`config.mk`:
```
export PLATFORM = sky130hd
export DESIGN_NAME = cordic_arbiter
export DESIGN_NICKNAME = d
export VERILOG_FILES = /design/src/rtl/cordic_arbiter.sv
export SDC_FILE = /design/constraint.sdc
export NUM_CORES = 1
export LEC_CHECK = 0
export CORE_MARGIN = 2
export CORE_UTILIZATION = 41
export DETAILED_ROUTE_END_ITERATION = 8
export PLACE_DENSITY_LB_ADDON = 0.15
export SLEW_MARGIN = 10
export SYNTH_ARGS = -nofsm -noshare
export SYNTH_HDL_FRONTEND = slang
export SYNTH_SLANG_ARGS = --single-unit
```
`constraint.sdc`:
```
create_clock -name clk -period 3.3 [get_ports clk]
set_input_delay 0.495 -clock clk [delete_from_list [all_inputs] [get_ports clk]]
set_output_delay 0.495 -clock clk [all_outputs]
set_load 0.01 [all_outputs]
```
`src/rtl/cordic_arbiter.sv`:
```
// Round-robin arbiter sharing one iterative CORDIC engine between NUM_REQ requesters.
// One job in flight; a watchdog turns a missing engine done into an error response.
module cordic_arbiter #(
  parameter int NUM_REQ     = 2,
  parameter int FIXED_WIDTH = 16,
  parameter int SHIFT_W     = 4,
  parameter int TIMEOUT     = 32
) (
  input  logic                           clk,
  input  logic                           rst_n,
  input  logic [NUM_REQ-1:0]             req_valid,
  output logic [NUM_REQ-1:0]             req_ready,
  input  logic [2*NUM_REQ-1:0]           req_mode,
  input  logic [NUM_REQ-1:0]             req_rot,
  input  logic [SHIFT_W*NUM_REQ-1:0]     req_shift,
  input  logic [FIXED_WIDTH*NUM_REQ-1:0] req_a,
  input  logic [FIXED_WIDTH*NUM_REQ-1:0] req_b,
  output logic [NUM_REQ-1:0]             rsp_valid,
  input  logic [NUM_REQ-1:0]             rsp_ready,
  output logic [FIXED_WIDTH-1:0]         rsp_out1,
  output logic [FIXED_WIDTH-1:0]         rsp_out2,
  output logic                           rsp_err,
  output logic                           eng_start,
  output logic [1:0]                     eng_mode,
  output logic                           eng_is_rotating,
  output logic [SHIFT_W-1:0]             eng_shift,
  output logic [FIXED_WIDTH-1:0]         eng_a,
  output logic [FIXED_WIDTH-1:0]         eng_b,
  input  logic [FIXED_WIDTH-1:0]         eng_out1,
  input  logic [FIXED_WIDTH-1:0]         eng_out2,
  input  logic                           eng_done,
  output logic                           busy
);

  localparam int PTR_W = $clog2(NUM_REQ);
  localparam int WD_W  = $clog2(TIMEOUT + 1);
  localparam logic [NUM_REQ-1:0] ONE = NUM_REQ'(1);

  localparam logic [1:0] S_IDLE  = 2'd0;
  localparam logic [1:0] S_ISSUE = 2'd1;
  localparam logic [1:0] S_WAIT  = 2'd2;
  localparam logic [1:0] S_RESP  = 2'd3;

  logic [1:0]             r_state;
  logic [PTR_W-1:0]       r_ptr;
  logic [PTR_W-1:0]       r_grant;
  logic [1:0]             r_mode;
  logic                   r_rot;
  logic [SHIFT_W-1:0]     r_shift;
  logic [FIXED_WIDTH-1:0] r_a;
  logic [FIXED_WIDTH-1:0] r_b;
  logic [FIXED_WIDTH-1:0] r_out1;
  logic [FIXED_WIDTH-1:0] r_out2;
  logic                   r_err;
  logic [WD_W-1:0]        r_wdog;

  logic                   w_found;
  logic [PTR_W-1:0]       w_grant;

  function automatic logic [PTR_W-1:0] wrapIdx(input logic [PTR_W-1:0] base, input int offs);
    if (int'(base) + offs >= NUM_REQ)
      return PTR_W'(int'(base) + offs - NUM_REQ);
    else
      return PTR_W'(int'(base) + offs);
  endfunction

  // Walk from the highest offset down so the requester closest to r_ptr wins.
  always_comb begin
    w_found = 1'b0;
    w_grant = '0;
    for (int k = NUM_REQ - 1; k >= 0; k--) begin
      if (req_valid[wrapIdx(r_ptr, k)]) begin
        w_found = 1'b1;
        w_grant = wrapIdx(r_ptr, k);
      end
    end
  end

  assign req_ready       = (r_state == S_IDLE && w_found) ? (ONE << w_grant) : '0;
  assign rsp_valid       = (r_state == S_RESP) ? (ONE << r_grant) : '0;
  assign rsp_out1        = r_out1;
  assign rsp_out2        = r_out2;
  assign rsp_err         = r_err;
  assign eng_start       = (r_state == S_ISSUE);
  assign eng_mode        = r_mode;
  assign eng_is_rotating = r_rot;
  assign eng_shift       = r_shift;
  assign eng_a           = r_a;
  assign eng_b           = r_b;
  assign busy            = (r_state != S_IDLE);

  // Job registers feed the engine directly, so they only change on acceptance.
  always_ff @(posedge clk) begin
    if (!rst_n) begin
      r_state <= S_IDLE;
      r_ptr   <= '0;
      r_grant <= '0;
      r_mode  <= '0;
      r_rot   <= 1'b0;
      r_shift <= '0;
      r_a     <= '0;
      r_b     <= '0;
      r_out1  <= '0;
      r_out2  <= '0;
      r_err   <= 1'b0;
      r_wdog  <= '0;
    end else begin
      case (r_state)
        S_IDLE: begin
          if (w_found) begin
            r_grant <= w_grant;
            r_mode  <= req_mode[2*w_grant +: 2];
            r_rot   <= req_rot[w_grant];
            r_shift <= req_shift[SHIFT_W*w_grant +: SHIFT_W];
            r_a     <= req_a[FIXED_WIDTH*w_grant +: FIXED_WIDTH];
            r_b     <= req_b[FIXED_WIDTH*w_grant +: FIXED_WIDTH];
            r_state <= S_ISSUE;
          end
        end
        S_ISSUE: begin
          r_wdog  <= '0;
          r_state <= S_WAIT;
        end
        S_WAIT: begin
          // A done arriving on the timeout cycle still counts as a real result.
          if (eng_done) begin
            r_out1  <= eng_out1;
            r_out2  <= eng_out2;
            r_err   <= 1'b0;
            r_state <= S_RESP;
          end else if (r_wdog == WD_W'(TIMEOUT - 1)) begin
            r_out1  <= '0;
            r_out2  <= '0;
            r_err   <= 1'b1;
            r_state <= S_RESP;
          end else begin
            r_wdog <= r_wdog + 1'b1;
          end
        end
        S_RESP: begin
          if (rsp_ready[r_grant]) begin
            r_ptr   <= wrapIdx(r_grant, 1);
            r_out1  <= '0;
            r_out2  <= '0;
            r_err   <= 1'b0;
            r_state <= S_IDLE;
          end
        end
        default: r_state <= S_IDLE;
      endcase
    end
  end

endmodule

```
Word level (Yosys, flattened, before mapping). Index checks and enable logic that the tools add are counted.

$lt $le $gt $ge: 7. Shifts and indexed selects: 6. Reduce and logical (&&, ||, !) cells: 10. Multiplexer cells: 35. $add $sub $neg: 6. Equal/unequal tests: 9.

Operator list (count): $mux W16 (4); $pmux W16 S2 (2); $shiftx A32 B6 Y16 (2); $mux W1 (18); $mux W2 (6); $mux W6 (2); $pmux W6 S2 (1); $reduce_and A3 Y1 (3); $lt A1 B2 Y1 const B (4); $pmux W2 S4 (1); $shiftx A8 B4 Y4 (1); $add A6 B1 Y6 const B (1); $eq A6 B5 Y1 const B (1); $ne A2 B2 Y1 const B (3); $reduce_bool A2 Y1 (3); $add A1 B1 Y2 const B (2); $eq A2 B2 Y1 const B (2); $ge A2 B2 Y1 const B (2); $reduce_and A2 Y1 (2); $shiftx A4 B3 Y2 (1); $shl A1 B1 Y2 const A (2); $ne A3 B3 Y1 const B (1); $sub A1 B1 Y1 const B (3); $eq A2 B1 Y1 const B (1); 5 further kinds (5).

Logic and storage cells: 85. Bits of input ports: 117. Flip-flop bits (word level): 82.

Longest topological paths before layout.
Depth in word-level cells: 9. Mapped depth: 8.

Worst setup path after synthesis. OpenSTA, ideal clock, no wires.

Path type: reg2reg. Start: register r_wdog[0]. End: register r_wdog[5]. Path buffers: 0. Arrival time: 1.776 ns. Setup slack: 1.450 ns. Stages on the path, launching flop included: 6. Cells stage by stage: dfxtp_1 ha_1 and4b_4 or4b_4 or4_1 a31oi_1.

Word-level cells in the longest chain between the ends: 4.

RTL lines: start: declaration (line 55) `logic [WD_W-1:0] r_wdog;`; start signal: assignment (line 137) `r_wdog <= r_wdog + 1'b1;`; $add A6 B1 Y6 (line 137); $mux W6 (line 131) `end else if (r_wdog == WD_W'(TIMEOUT - 1)) begin`; $mux W6 (line 126) `if (eng_done) begin`; $pmux W6 S2 (line 108) `case (r_state)`.

Several ways; a longest one is shown, not always the timed one. The select of a mux whose other input is x is not followed. A chain may end at the register's enable or synchronous reset.

Worst setup path after layout.
Start: register r_state[0]. End: output req_ready[1].

Word-level cells in the longest chain between the ends: 3.

RTL lines: start: declaration (line 44) `logic [1:0] r_state;`; start signal: assignment (line 95) `r_state <= S_IDLE;`; start signal: assignment (line 117) `r_state <= S_ISSUE;`; start signal: assignment (line 122) `r_state <= S_WAIT;`; $logic_not A2 Y1 (line 79) `assign req_ready = (r_state == S_IDLE && w_found) ? (ONE << w_grant) : '0;`; $logic_and A1 B1 Y1 (line 79); $mux W2 (line 79); end: declaration (line 12) `output logic [NUM_REQ-1:0] req_ready,`.

Every way passes these cells.

==> results.py <==
metrics = {
    "synthesis": {
        "syn_inst": 363,
        "synth.net_count": 486,
        "synth-seq-area-share": 0.490,
        "syn_area_sq_um": 3350,
        "ys_seq_elements": 82,
        "synth_area_per_cell_sq_um": 9.24,
        "synth-edff-count": 0,
        "yosysUniqueCellTypes": 37,
        "async_flop_share": 0,
        "synthFlopType": "dfxtp_1",
        "yosys_warnings": 0,
    },
    "placed_design": {
        "place_area_sq_um": 5370,
        "dp_hpwl_um": 7460,
        "routabilityCongestion": 0.763,
        "port_buffers": 194,
        "post-place-ws_ps": 945,
        "placed_cells": 636,
    },
    "timing": {
        "holdWs_ps": 460,
        "tns_ps": 0,
        "relSlewSlack": 0.461,
        "fin_crit_sh": 0.729,
        "fmax_ghz": 0.416,
        "hold_viol_final": 0,
        "clock_skew_ps": 13.5,
        "finalSetupViolCount": 0,
        "slew_violations": 0,
        "worst_pin_slew_ps": 807,
        "post-route-min-period_ps": 2410,
        "rsz0062_at_grt": "no",
        "fin_ws_ps": 894,
    },
    "clocking": {
        "cts_tree": "built",
        "cts_hold_buffers": 0,
        "cts_max_path_buffers": 2,
        "post_cts_buffers": 0,
        "htreeDepth": 3,
        "clock_latency_ps": 350,
        "ctsResizeCount": 0,
        "numCtsBuffers": 9,
        "clock_sinks": 82,
        "cts.reportedPaths.clkPinSlew_ps": 70,
        "cts-root-buf": "clkbuf_8",
    },
    "power": {
        "combPwrFrac": 0.431,
        "power_mw": 3.44,
        "cellPowerDensity_nw_per_um2": 621,
        "leakage_nw": 2.01,
        "peakVddDrop_mv": 0.302,
        "p_seq_frac": 0.371,
        "p_switching_mw": 1.16,
        "swShare": 0.336,
        "p_int_mw": 2.28,
        "clockPowerShare": 0.198,
    },
    "drt": {
        "wl_per_cell_um": 16.2,
        "dr_total_vias": 3464,
        "drt-vias-per-instance": 5.33,
        "ant_nets": 0,
        "wl_um": 10500,
        "firstDrtPassIters": 6,
        "remaining_drc_errors": 0,
        "dr.first_iter.drc_count": 243,
    },
    "setup_path": {
        "crit_arrival_ps": 1910,
        "crit_fanout": 5,
        "startpoint_type": "flop",
        "critical_path_required_ps": 2800,
        "path_class": "reg2out",
        "crit_path_end_kind": "primary output",
    },
    "layout": {
        "instances_no_fill": 650,
        "mostFrequentLayoutCell": "clkdlybuf4s50_1",
        "area_delta_synth_final_pct": 65.1,
        "final_cell_mix": "clkdlybuf4s50_1 (194), dfxtp_1 (82), nand2_1 (78)",
        "diodes": 0,
        "utilization": 0.709,
        "fin_nets": 668,
        "drive_gt1_frac": 0.0566,
        "fin_area_sq_um": 5540,
    },
    "global_route": {
        "grt_pass1_vias": 3364,
        "track_usage": 0.227,
        "antenna_found_initial": 0,
        "grt_pass1_wl_um": 15800,
        "overflow": 0,
        "grt_max_degree": 46,
    },
    "die": {
        "initial_core_util": 0.429,
        "coreArea_sq_um": 7810,
        "rows": 32,
        "die_h_um": 94.4,
        "die_w_um": 94.4,
        "dieArea_sq_um": 8920,
        "ioPinCount": 195,
    },
    "flow_run": {
        "drv_cap": 0,
    },
    "worst_hold_path": {
        "hp-class": "reg2reg",
    },
    "status": {
        "run_status": "complete, no violations",
    },
}
[cells in the mapped netlist (2+ instances only)]
cell	n	area (sq um)
ha_1	6	75.1
nand2b_1	3	18.8
dfxtp_1	82	1640
a31oi_1	2	12.5
nor2b_1	3	18.8
nand2_1	78	293
a21o_2	2	17.5
mux2i_1	33	330
o21ai_0	2	10.0
o22ai_1	2	12.5
a222oi_1	39	390
clkbuf_1	27	101
nor2_1	47	176
inv_1	5	18.8
a21oi_1	8	40.0
buf_4	3	22.5
[final timing paths]
kind | startpoint | endpoint | slack (ps) | depth (start not counted)
setup / recovery | r_state[0] | req_ready[1] | 890 | 5
hold / removal | rsp_out2[2] | rsp_out2[2] | 460 | 2
setup reg to reg | r_wdog[0] | rsp_out1[4] | 1270 | 6
hold reg to reg | rsp_out2[2] | rsp_out2[2] | 460 | 2
[sequential cells by signal, summed over array words and instances, names as in the netlist]
register,cells
eng_a,16
eng_b,16
eng_is_rotating,1
eng_mode,2
eng_shift,4
r_grant,1
r_ptr,1
r_state,2
r_wdog,6
rsp_err,1
rsp_out1,16
rsp_out2,16
[cells by family (layout without fill, tap and decap cells)]
| group | Yosys count | after routing | synth area share |
|---|---|---|---|
| mux | 33 | 33 | 0.0985 |
| simple gates | 141 | 141 | 0.176 |
| flops | 82 | 82 | 0.490 |
| compound gates | 65 | 65 | 0.170 |
| fa+ha+maj | 6 | 6 | 0.0224 |
| buf+inv | 36 | 221 | 0.0437 |
[layout make-up]
class,count,area [sq um]
inverter,6,22.5
fill,639,2270
clock buffer,10,128
timing repair buffer,201,1990
clock inverter,4,45.0
tap,102,128
multi-input combinational,245,1580
sequential,82,1640
[layer usage]
metal / part of all wire / GRT usage / vias to the layer above
met3: 0.083 / 0.0782 / 27
met5: 0 / 0 / -
li1: - / - / 1665
met2: 0.50 / 0.392 / 135
met1: 0.39 / 0.252 / 1637
met4: 0.029 / 0.105 / 0
[power by group through the flow]
| stage | Sequential (mW) | Clock, mW | Combinational (mW) |
|---|---|---|---|
| finish | 1.27 | 0.682 | 1.48 |
| global route | 1.30 | 0.734 | 1.60 |
| CTS | 1.27 | 0.693 | 1.49 |
| detailed placement | 1.29 | 0 | 1.49 |
| global placement | 1.29 | 0 | 1.46 |
| floorplan | 1.36 | 0 | 0.731 |
[critical path, cell delays in order (launching register included)]
cell and delay (ps):
dfxtp_1 340, inv_1 110, ha_1 300, nand2_1 100
a21oi_2 130, clkdlybuf4s50_1 590
Note: power is estimated with default switching activity, not from simulation.
==> edit 1 (same settings) <==
The parameter `NUM_REQ` goes from 2 to 4.
--- a/src/rtl/cordic_arbiter.sv
+++ b/src/rtl/cordic_arbiter.sv
@@ -2,5 +2,5 @@
 // One job in flight; a watchdog turns a missing engine done into an error response.
 module cordic_arbiter #(
-  parameter int NUM_REQ     = 2,
+  parameter int NUM_REQ     = 4,
   parameter int FIXED_WIDTH = 16,
   parameter int SHIFT_W     = 4,
Interface: changed (9 resized); port bits go from 195 to 281. No check against the original RTL was run, so the function may have changed too.
==> edit 1 against the original RTL <==
Sequential share of layout area down 7.3 points. Setup slack worse by 0.50 ns. Final area up 36%. Total power up 12%. Synthesized area up 37%. Routed wire length up 46%. Combinational power up 20%. Sequential cell count up 2. Via count up 32%. Critical path type is now input port to output pin. Largest cell class unchanged. Largest power group unchanged.
==> edit 1: results (changes against the original RTL) <==
status=finished, final reports clean; xor/xnor cell area share of the yosys netlist=0.00570 (+0.00570); mux contribution to synthesized area=0.183 (+0.0846); worst flop-to-flop path endpoint=eng_b[4]; Syn-to-layout area delta=63.3%; Placed Cells=862 (+36%); Synth area leaders=dfxtp_1 (37%), mux2i_1 (18%), o221ai_1 (7.4%), nand2_1 (6.3%), nand3_2 (6.1%); worst r2r src=r_ptr[1]; first-pass GRT wire length=22,400 um (+41%); vias in the first global route=4,443 (+32%); Worst-path clk slew=0.09 ns (+0.02 ns); leakage=2.79 nW (+39%); worst slack, placed=0.432 ns (-0.513 ns); CP peak stage delay=0.51 ns (-0.08 ns); DRT iter0 DRCs=252 (+3.7%); CTS H-tree depth=3 (unchanged); Compound-Gate Fraction of Synth Area=0.168 (-0.00226); Post-Syn Area per Cell=9.78 um2 (+5.9%); most common library cells after synthesis=dfxtp_1 (84), mux2i_1 (82), nand2_1 (77), o221ai_1 (39), o21ai_2 (30); kind of cell adding the most delay to the critical path=simple AND/OR/NAND/NOR gates; register area share after synthesis=0.365 (-0.124); port bufs=280 (+44%); Tightest Hold Check Type=register to register; total track usage=0.238 (+0.0101); DR vias=4,568 (+32%); flop-to-flop setup slack=1.07 ns (-0.20 ns); slowest library cell on the worst path=nor4_1; Adder-Cell Fraction of Synth Area=0.0244 (+0.00206); WL final=15,400 um (+46%); hold path start=rsp_out1[12]; largest net degree at the start of global routing=75 (+63%); Clock Skews=0.00666 ns (-0.00685 ns); Post-DP HPWL=11,900 um (+59%); CTS buffer count=9 (unchanged); initial antenna violation count=0 (unchanged); DP Area=7350 um2 (+37%); Filler Cell Count=903 (+41%); Worst VDD drop=0.000250 V (-17%); post-synth cell types=38 (+2.7%); worst-path maximum fanout=8 (+3); Syn Nets=679 (+40%); post-CTS sizing=0 (unchanged); post-DR vias/cell=5.20 (-2.4%); global placement routability congestion=0.818 (+7.3%); Slew @ Worst Pin=0.568 ns (-0.239 ns); Worst Path Arrival=2.41 ns (+0.50 ns); Final nets=941 (+41%); Worst-Skew Late Latency=0.35 ns (about the same); share of layout cells above drive strength 1=0.122 (+0.0654); worst setup path start=req_valid[1]; Critical Path Sink=req_ready[2]
## edit 1: changes by cell type after synthesis, moves of 7 or more
cell,change
mux2i_1,+49
a222oi_1,-39
o221ai_1,+39
nor2_1,-32
o21ai_2,+30
nand3_2,+28
clkbuf_1,-19
buf_4,+9
buf_6,+7
## edit 1: cell type report
cell class | count | area share
Inverter | 11 | 0.00549
Clock inverter | 5 | 0.00366
Tap cell | 140 | 0.0233
Clock buffer | 11 | 0.0188
Timing Repair Buffer | 290 | 0.385
Multi-Input combinational cell | 337 | 0.340
Sequential cell | 84 | 0.224
## edit 1: cell families (layout without fill, tap and decap cells)
kind of cell	after synthesis	after routing
fa+ha+maj	9	9
xor+xnor	3	3
mux	83	83
simple gates	149	149
compound gates	93	93
buf+inv	50	317
flops	84	84
## edit 1: power breakdown
group	switching [mW]	internal, mW
registers	0.149	1.27
logic	0.850	0.933
clock network	0.366	0.289
total	1.37	2.49
## edit 1: how the worst min path moves through the flow
stage	endpoint	slack, ns	cells after the start
floorplan	r_wdog[2]	0.47	2
detailed placement	rsp_out1[12]	0.45	2
CTS	rsp_out1[12]	0.46	2
global placement	rsp_out2[9]	0.44	2
global route	rsp_out1[12]	0.48	2
finish	rsp_out1[12]	0.46	2
## edit 1: tightest hold or removal path, stage by stage, from the launching register on
cell     delay (ns)
dfxtp_1        0.33
nand3_2        0.06
o21ai_2        0.04
## edit 1: metal layers
metal,vias to the layer above,global-route usage,routed length (um),part of all wire
met5,-,0,0,0
met4,0,0.0868,437,0.028
met3,30,0.0776,1340,0.087
met2,171,0.403,7510,0.49
met1,2133,0.279,6110,0.40
li1,2234,-,-,-
==> edit 2 (same settings) <==
Without the edit above. Reset style: asynchronous (`rst_n`), changed in one clocked block.
--- a/src/rtl/cordic_arbiter.sv
+++ b/src/rtl/cordic_arbiter.sv
@@ -91,5 +91,5 @@
 
   // Job registers feed the engine directly, so they only change on acceptance.
-  always_ff @(posedge clk) begin
+  always_ff @(posedge clk or negedge rst_n) begin
     if (!rst_n) begin
       r_state <= S_IDLE;
Behaviour: differs if rst_n is asserted again (counterexample within 4 cycles, from zero or initial values and one cycle with rst_n low); with rst_n held inactive, the same outputs for 4 cycles.
==> edit 2 against the original RTL <==
The flow now finishes with violations (design-rule violations). Total power increased by 41%. Sequential cell count did not move. Setup slack got worse by 0.051 ns. Routed wire length increased by 3.9%. Clock skew fell by 0.0022 ns. Sequential power rose by 28%. Final area rose by 7.4%. Synthesized area is 12% higher. Critical path type unchanged.
==> edit 2: results (changes against the original RTL) <==
status=finished, violations left; violated checks=design-rule violations; fmax=0.407 GHz (-2.1%); port bufs=194 (unchanged); Tightest Hold Check Type=input port to asynchronous set/reset pin; Antenna Cells=0 (unchanged); hold_ws=0.305 ns (-0.156 ns); Filler Cell Count=703 (+10%); Synth area leaders=dfrtp_1 (55%), a222oi_1 (10%), mux2i_1 (9.1%), inv_1 (7.9%), nand2_1 (3.9%); flop-to-flop setup slack=1.09 ns (-0.18 ns); WL/cell=16.9 um (+4.2%); post-synth cell types=36 (-2.7%); initial antenna violation count=0 (unchanged); M2 GR Usage=0.376 (-0.0160); global placement routability congestion=0.787 (+3.2%); FFs w/ async S/R, synth=1.00 (+1.00); top_reg_cell synth=dfrtp_1; met3 usage in global routing=0.0513 (-0.0269); Final nets=658 (-1.5%); max-slew violations=0 (unchanged); register area share after synthesis=0.546 (+0.0562); largest net degree at the start of global routing=83 (+80%); root buf cell=clkbuf_8; most common library cells after synthesis=dfrtp_1 (82), inv_1 (79), a222oi_1 (39), nand2_1 (39), mux2i_1 (34); Worst-path clk slew=about 0.080 ns; drt drc=3 (+3); # hold bufs at CTS=0 (unchanged); Worst Path Arrival=1.96 ns (+0.05 ns); post-DR vias/cell=5.14 (-3.6%); total track usage=0.221 (-0.00598); Post-DP HPWL=7990 um (+7.1%); CP peak stage delay=0.56 ns (-0.03 ns); DRT iter0 DRCs=199 (-18%); Worst-Skew Late Latency=around 0.34 ns; Syn Nets=470 (-3.3%); vias in the first global route=3,357 (-0.21%); synth warn=0 (unchanged); Clock Skews=0.0113 ns (-0.00219 ns); share of layout cells above drive strength 1=0.0593 (+0.00269); Cells after Synth=347 (-4.4%); worst slack, placed=0.841 ns (-0.104 ns); leakage=2.82 nW (+40%); GRT met1 Usage=0.275 (+0.0234); Worst VDD drop=0.000445 V (+47%); CTS Buffer Depth=2 (unchanged); Placed Cells=632 (-0.63%); Slew @ Worst Pin=1.03 ns (+0.223 ns); first-pass GRT wire length=17,300 um (+9.1%); Detailed Routing Iterations Pass 1=9 (+3); DR vias=3,330 (-3.9%)
[edit 2: cell count changes in the layout (fill, tap and decap cells not counted), moves of 5 or more]
cell | before | now
inv_1 | 5 | 79
nand3_1 | 1 | 6
dfrtp_1 | 0 | 82
dfxtp_1 | 82 | 0
nor2_1 | 46 | 6
nand2_1 | 78 | 39
[edit 2: routing by layer]
layer | share of wire | vias up
met4 | 0.012 | 0
met5 | 0 | -
met1 | 0.42 | 1615
li1 | - | 1564
met3 | 0.067 | 11
met2 | 0.50 | 140
[edit 2: final cells by class]
type,instances,area [um2],area share
sequential,82,2050,0.345
timing repair buffer,200,1980,0.334
multi-input combinational,163,1270,0.214
inverter,79,297,0.0499
clock buffer,12,155,0.0261
tap,108,135,0.0227
clock inverter,4,50.0,0.00842
[edit 2: path summary, 6_finish.rpt]
kind	start	end	cells after the start
min reg2reg	eng_b[10]	eng_b[10]	2
max reg2reg	r_wdog[0]	rsp_out1[2]	6
min in group clk	eng_b[10]	eng_b[10]	2
max in group asynchronous	rst_n	eng_a[5]	1
max	r_state[0]	req_ready[0]	5
min	rst_n	r_state[0]	1
[edit 2: stage by stage]
step | util | instance area [um2]
after floorplan | - | 3760
after global placement | 0.652 | 5740
after detailed placement | 0.652 | 5740
after CTS | 0.675 | 5950
after global routing | 0.675 | 5950
final | 0.675 | 5950
[edit 2: cells by family (layout without fill, tap and decap cells)]
family	count (synthesis)	after routing	synth area share
mux	36	36	0.0965
fa+ha+maj	6	6	0.0200
compound gates	60	60	0.144
flops	82	82	0.546
buf+inv	102	295	0.119
simple gates	61	61	0.0742
[edit 2: report_power, final]
part / switching, mW / internal (mW)
Sequential: 0.231 / 1.40
Clock: 0.347 / 0.390
Combinational: 1.16 / 1.33
Total: 1.74 / 3.12
